`src/rtl/rom_sweep_reader.sv`:
```
// Parallel ROM reader: manual up/down stepping or automatic 0..end sweep,
// settle-then-sample timing, valid/ready output and a running modular checksum.
module rom_sweep_reader #(
    parameter int DATA_WIDTH     = 8,
    parameter int ADDRESS_WIDTH  = 11,
    parameter int SETTLE_CYCLES  = 4,
    parameter int CHECKSUM_WIDTH = 16
) (
    input  logic                      clk,
    input  logic                      reset_n,
    input  logic                      increment_address,
    input  logic                      decrement_address,
    input  logic                      start_sweep,
    input  logic [ADDRESS_WIDTH-1:0]  end_address,
    input  logic [DATA_WIDTH-1:0]     data_line_in,
    input  logic                      data_ready,
    output logic [ADDRESS_WIDTH-1:0]  address_line,
    output logic                      chip_select_n,
    output logic [DATA_WIDTH-1:0]     data_line,
    output logic                      data_valid,
    output logic [CHECKSUM_WIDTH-1:0] checksum,
    output logic [3:0]                operation,
    output logic                      busy,
    output logic                      sweep_done
);

    localparam logic [2:0] ST_IDLE   = 3'd0;
    localparam logic [2:0] ST_SETTLE = 3'd1;
    localparam logic [2:0] ST_SAMPLE = 3'd2;
    localparam logic [2:0] ST_HOLD   = 3'd3;
    localparam logic [2:0] ST_DONE   = 3'd4;

    localparam int CNT_W = $clog2(SETTLE_CYCLES + 1);
    localparam logic [CNT_W-1:0] CNT_LAST = CNT_W'(SETTLE_CYCLES - 1);

    // Handshake: a word transfers on every rising edge where data_valid and
    // data_ready are both high; data_line is held stable until then.

    // Bits [1:0] form the synchroniser, bit [2] remembers the previous level.
    logic [2:0] inc_sync_q, dec_sync_q, start_sync_q;
    logic       inc_edge, dec_edge, start_edge;

    logic [2:0]                state_q, state_d;
    logic [CNT_W-1:0]          cnt_q, cnt_d;
    logic [ADDRESS_WIDTH-1:0]  addr_q, addr_d;
    logic [ADDRESS_WIDTH-1:0]  end_q, end_d;
    logic [DATA_WIDTH-1:0]     data_q, data_d;
    logic                      valid_q, valid_d;
    logic [CHECKSUM_WIDTH-1:0] sum_q, sum_d;
    logic                      sweep_q, sweep_d;

    always_ff @(posedge clk or negedge reset_n) begin
        if (!reset_n) begin
            inc_sync_q   <= '0;
            dec_sync_q   <= '0;
            start_sync_q <= '0;
        end else begin
            inc_sync_q   <= {inc_sync_q[1:0], increment_address};
            dec_sync_q   <= {dec_sync_q[1:0], decrement_address};
            start_sync_q <= {start_sync_q[1:0], start_sweep};
        end
    end

    assign inc_edge   = inc_sync_q[1] & ~inc_sync_q[2];
    assign dec_edge   = dec_sync_q[1] & ~dec_sync_q[2];
    assign start_edge = start_sync_q[1] & ~start_sync_q[2];

    always_comb begin
        state_d = state_q;
        cnt_d   = cnt_q;
        addr_d  = addr_q;
        end_d   = end_q;
        data_d  = data_q;
        valid_d = valid_q;
        sum_d   = sum_q;
        sweep_d = sweep_q;
        case (state_q)
            ST_IDLE: begin
                cnt_d = '0;
                if (start_edge) begin
                    addr_d  = '0;
                    sum_d   = '0;
                    end_d   = end_address;
                    sweep_d = 1'b1;
                    state_d = ST_SETTLE;
                end else if (inc_edge && !dec_edge) begin
                    addr_d  = addr_q + 1'b1;
                    state_d = ST_SETTLE;
                end else if (dec_edge && !inc_edge) begin
                    addr_d  = addr_q - 1'b1;
                    state_d = ST_SETTLE;
                end
            end
            ST_SETTLE: begin
                if (cnt_q == CNT_LAST) begin
                    cnt_d   = '0;
                    state_d = ST_SAMPLE;
                end else begin
                    cnt_d = cnt_q + 1'b1;
                end
            end
            ST_SAMPLE: begin
                data_d  = data_line_in;
                valid_d = 1'b1;
                sum_d   = sum_q + CHECKSUM_WIDTH'(data_line_in);
                state_d = ST_HOLD;
            end
            ST_HOLD: begin
                if (data_ready) begin
                    valid_d = 1'b0;
                    if (!sweep_q) begin
                        state_d = ST_IDLE;
                    end else if (addr_q != end_q) begin
                        addr_d  = addr_q + 1'b1;
                        state_d = ST_SETTLE;
                    end else begin
                        state_d = ST_DONE;
                    end
                end
            end
            ST_DONE: begin
                sweep_d = 1'b0;
                state_d = ST_IDLE;
            end
            default: state_d = ST_IDLE;
        endcase
    end

    always_ff @(posedge clk or negedge reset_n) begin
        if (!reset_n) begin
            state_q <= ST_IDLE;
            cnt_q   <= '0;
            addr_q  <= '0;
            end_q   <= '0;
            data_q  <= '0;
            valid_q <= 1'b0;
            sum_q   <= '0;
            sweep_q <= 1'b0;
        end else begin
            state_q <= state_d;
            cnt_q   <= cnt_d;
            addr_q  <= addr_d;
            end_q   <= end_d;
            data_q  <= data_d;
            valid_q <= valid_d;
            sum_q   <= sum_d;
            sweep_q <= sweep_d;
        end
    end

    // The ROM is only enabled while the address is settling or being sampled.
    assign chip_select_n = !(state_q == ST_SETTLE || state_q == ST_SAMPLE);
    assign address_line  = addr_q;
    assign data_line     = data_q;
    assign data_valid    = valid_q;
    assign checksum      = sum_q;
    assign operation     = {1'b0, state_q};
    assign busy          = (state_q != ST_IDLE);
    assign sweep_done    = (state_q == ST_DONE);

endmodule

```
`config.mk`:
```
export PLATFORM = sky130hd
export DESIGN_NAME = rom_sweep_reader
export DESIGN_NICKNAME = d
export VERILOG_FILES = /design/src/rtl/rom_sweep_reader.sv
export SDC_FILE = /design/constraint.sdc
export NUM_CORES = 1
export LEC_CHECK = 0
export ABC_AREA = 1
export CORE_ASPECT_RATIO = 1.1
export CORE_MARGIN = 3
export CORE_UTILIZATION = 34
export CTS_CLUSTER_SIZE = 8
export DETAILED_ROUTE_END_ITERATION = 6
export PLACE_DENSITY = 0.57
export SLEW_MARGIN = 10
export SYNTH_ARGS = -nofsm -noshare
export SYNTH_HDL_FRONTEND = slang
export SYNTH_SLANG_ARGS = --single-unit
```
`constraint.sdc`:
```
create_clock -name clk -period 3.3 [get_ports clk]
set_input_delay 0.66 -clock clk [delete_from_list [all_inputs] [get_ports clk]]
set_output_delay 0.66 -clock clk [all_outputs]
set_load 0.02 [all_outputs]
```
# Word level (Yosys, flattened, before mapping)
# Index checks and enable logic that the tools add are counted.
word_totals:
  regBits: 63
  inputBits: 25
  output_inout_bits: 43
  wordCells: 75
classes:
  add_sub_neg: 4
  n_eq_ne: 12
  n_mux: 23
  bitwise_logic: 6
  n_reduce_logical: 19
op_table:
  columns: ["operator", "n"]
  rows:
  - ["$mux 11", 6]
  - ["$pmux 16 s2", 1]
  - ["$mux 3", 8]
  - ["$pmux 11 s2", 1]
  - ["$add 16x8->16", 1]
  - ["$mux 16", 1]
  - ["$pmux 3 s4", 1]
  - ["$add 11x1->11 const B", 1]
  - ["$ne 11x11->1", 1]
  - ["$sub 11x1->11 const B", 1]
  - ["$ne 2x2->1 const B", 5]
  - ["$reduce_bool 2->1", 5]
  - ["$eq 3x2->1 const B", 3]
  - ["$reduce_and 2->1", 4]
  - ["$pmux 3 s2", 1]
  - ["$reduce_and 5->1", 1]
  - ["$ne 4x4->1 const B", 1]
  - ["$pmux 1 s2", 2]
  - ["$add 3x1->3 const B", 1]
  - ["$and 1x1->1", 3]
  - ["$eq 3x1->1 const B", 1]
  - ["$eq 3x3->1 const B", 1]
  - ["$logic_not 1->1", 3]
  - ["$logic_not 3->1", 1]
  - ["6 further kinds", 10]

# Logic depth before layout (Yosys ltp)
logic_depth:
  ltp_word: 8
  mapped_depth: 12
  depth_no_buf: 11

# Worst setup path before layout
# OpenSTA, ideal clock, no wires.
synth_timing:
  path_kind: "in2reg"
  from: "input data_line_in[0]"
  to: "register sum_q[12] (netlist: checksum[12])"
  setup_time_ns: 0.076
  t_arrival_ns: 1.952
  t_required_ns: 3.224
  slack_ns: 1.272
  cell_stages: 10
  path_buffers: 0
  path_cell_list: "ha_1 > inv_1 > fa_1 > o21ai_1 > nand3_1 > nand2_1 > nand2_1 > nor2_1 > nand2_1 > o21ai_1"
synth_via:
  elab_chain_cells: 2
synth_lines:
  columns: ["item", "line_no", "rtl"]
  rows:
  - ["start, declared", "15", "input logic [DATA_WIDTH-1:0] data_line_in,"]
  - ["$add 16x8->16", "105", "sum_d = sum_q + CHECKSUM_WIDTH'(data_line_in);"]
  - ["$pmux 16 s2", "77", "case (state_q)"]
  - ["end signal, assigned", "146", "sum_q <= sum_d;"]
  - ["end, declared", "49", "logic [CHECKSUM_WIDTH-1:0] sum_q, sum_d;"]
# Every way passes these cells.
# A chain may end at the register's enable or synchronous reset.

# Worst setup path after layout
layout_timing:
  from: "register state_q[0]"
  to: "output chip_select_n"
layout_via:
  elab_chain_cells: 3
  elab_cells_between_ends: 4
  cone_classes: "eq/ne (2); reduce/logical (2)"
layout_lines:
  columns: ["item", "line_no", "rtl"]
  rows:
  - ["start, declared", "43", "logic [2:0] state_q, state_d;"]
  - ["start signal, assigned", "140", "state_q <= state_d;"]
  - ["$eq 3x1->1 / $eq 3x2->1 (equally long branches)", "152", "assign chip_select_n = !(state_q == ST_SETTLE || state_q == ST_SAMPLE);"]
  - ["$logic_or 1x1->1 *", "152", null]
  - ["$logic_not 1->1 *", "152", null]
  - ["end, declared", "18", "output logic chip_select_n,"]
# Mark *: on every way between the ends. The rest lies on a longest branch, timed or not.

==> out/metrics.yaml <==
cts_tree: "done"
status: "finished clean"
gr-total-overflow: 0
fmax_ghz: 0.366
path_clk_slew_ns: 0.05
setup.worst_path.start_class: "register"
cts_resized: 0
synth_nets: 549
finalCritPeriodShare_pct: 82.7
grt_pass1_wl_um: 15800
wire_per_inst_um: 12.8
vias: 3406
die_x_um: 106
cap_violations: 0
cp_slowest_stage_delay_ns: 0.61
synth-xor-area-share_pct: 3.06
synth_top_area_share_pct: 42.3
synth_area_leaders: "dfrtp_1 (42%), nand2_1 (19%), nand3_1 (6.3%)"
nets: 614
cp_cell_sequence: "nor3_4 > inv_2 > nand2_1 > inv_1 > clkdlybuf4s50_1"
clock_sink_count: 63
syn_avg_cell_area_um2: 7.28
yosysSeqAreaShare_pct: 42.3
antenna_cells: 0
setup_viol: 0
antenna_found_initial: 0
leakage_nw: 2.34
crit_buf_inv: 3
seq_area_um2: 1580
synthTopCellsByCount: "nand2_1 (189), dfrtp_1 (63), nand3_1 (47)"
reg2reg_setup_slack_ns: 1.28
synth_compound_area_share_pct: 9.34
area_growth_pct: 29.2
critPathRequiredTime_ns: 2.64
drive_gt1_share_pct: 8.76
yosysWarnings: 0
die_area_um2: 12200
fin_crit_ns: 2.73
synthAdderAreaFrac_pct: 4.23
wl_um: 9260
async_flop_share_pct: 100
synth_flop_cell: "dfrtp_1"
drv_slew: 0
synth-edff-count: 0
clock_skew_ns: 0.00880
synth_top_family_by_area: "simple AND/OR/NAND/NOR gates"
clkLatencyLatePin_ns: 0.33
cts_hold_buf: 0
grt_max_degree: 29
final_antenna_net_count: 0
dr.pass1.iters: 4
whs_ns: 0.264
drc_errors: 0
dp_hpwl_um: 6850
gp_congestion: 0.896
vias_per_cell: 4.70
drt_iter0_markers: 161
synth-simple-area-share_pct: 33.0
rsz0062_at_grt: "no"
cp.arrival_ns: 2.07
ios: 68
tns_ns: 0
cts_max_level: 3
power.density_nw_per_um2: 965
multi_input_area_um2: 1850
grt_use_total_pct: 16.3
yosysUniqueCellTypes: 34
fill_cells: 1100
post-cts-setup-buffer-count: 0
num_rows: 39
synthMuxAreaShare_pct: 0
cts_root_buf: "clkbuf_16"
grt_pass1_vias: 3270
critical_path.top_delay_family: "buffers and inverters"
syn_inst: 512
crit_fanout: 23
chipHeight_um: 116
endpoint_kind: "output pin"
min_path_type: "in -> async"
hold_viol_final: 0
ys_ff_latch: 63
synth_area_leader_cell: "dfrtp_1"
ir_drop_uv: 330
initial_utilization_pct: 35.3
synth_area_um2: 3720
clockBufferDepth: 2
yosysMostFrequentCell: "nand2_1"
coreArea_um2: 10500
slowest_stage: "clkdlybuf4s50_1"
numCtsBuffers: 9
port_buffers: 66
crit_type: "reg -> out"
[sequential cells by signal, indices dropped and copies added, names as in the netlist]
register / cells
address_line: 11
checksum: 16
cnt_q: 3
data_line: 8
data_valid: 1
dec_sync_q: 3
end_q: 11
inc_sync_q: 3
start_sync_q: 3
state_q: 3
sweep_q: 1
[final cells by class]
type                    instances  area share [%]
repair buffers                 69            14.1
well taps                     143            3.72
multi-input cells             380            38.5
clock inverters                 6            1.74
inverters                      54            4.21
flip-flops and latches         63            32.8
clock buffers                  10            4.97
[metrics by stage]
step                      cell area (um^2)  worst slack, ns  utilization, %  power (mW)  cells
after floorplan                       3720             1.27               -        2.91    512
after detailed placement              4490            0.506            42.6        3.64    709
after global placement                4490            0.591            42.6        3.60    709
final                                 4810            0.569            45.6        4.64    725
after global routing                  4810            0.429            45.6        5.06    725
after CTS                             4810            0.527            45.6        4.70    725
[where the power goes]
group / leakage, nW / internal (mW) / switching (mW)
Clock: 0.162 / 0.678 / 0.349
Combinational: 1.39 / 0.931 / 1.31
Sequential: 0.786 / 1.05 / 0.323
[final timing paths]
kind                                   endpoint  cells after the start            start
worst max-delay path              chip_select_n                      5       state_q[0]
worst min-delay path            address_line[2]                      1          reset_n
worst max register to register     checksum[12]                     10      checksum[0]
worst min register to register  start_sync_q[1]                      0  start_sync_q[0]
max in group asynchronous             end_q[10]                      2          reset_n
min in group clk                start_sync_q[1]                      0  start_sync_q[0]
[kinds of logic (layout without fill, tap and decap cells)]
logic type                 after synthesis  in the layout
and+or+nand+nor                        294            294
AOI/OAI and AO/OA                       60             60
DFF                                     63             63
buffers and inverters                   69            139
other                                    1              1
adders and majority gates               12             12
xor gates and xnor gates                13             13
[layer usage]
layer	vias up	share of wire (%)	wire length (um)	track usage, %
met1	1561	48	4480	21.5
li1	1764	-	-	-
met3	11	3.9	362	3.12
met5	-	0	0	0
met4	0	1.6	151	8.03
met2	70	46	4270	25.9
[placed cells by master (no fill, tap or decap), types with 3 or more instances in the layout]
cell             synthesis  routed
nor3_1                   3       3
inv_2                   13      13
o21a_1                   3       3
nand2_1                189     189
clkdlybuf4s50_1          0      65
nor2_2                   4       4
nand3_1                 47      47
ha_1                    11      11
o21ai_2                  6       6
xor2_1                   5       5
o21ai_0                 19      19
clkinv_2                 0       3
clkbuf_16                0       9
buf_4                    3       3
dfrtp_1                 63      63
xnor2_1                  8       8
nor2_1                  41      41
nand4_1                  3       3
a21oi_1                 11      11
inv_1                   41      41
o21ai_1                 14      14
Power figures use the tool's default switching activity.
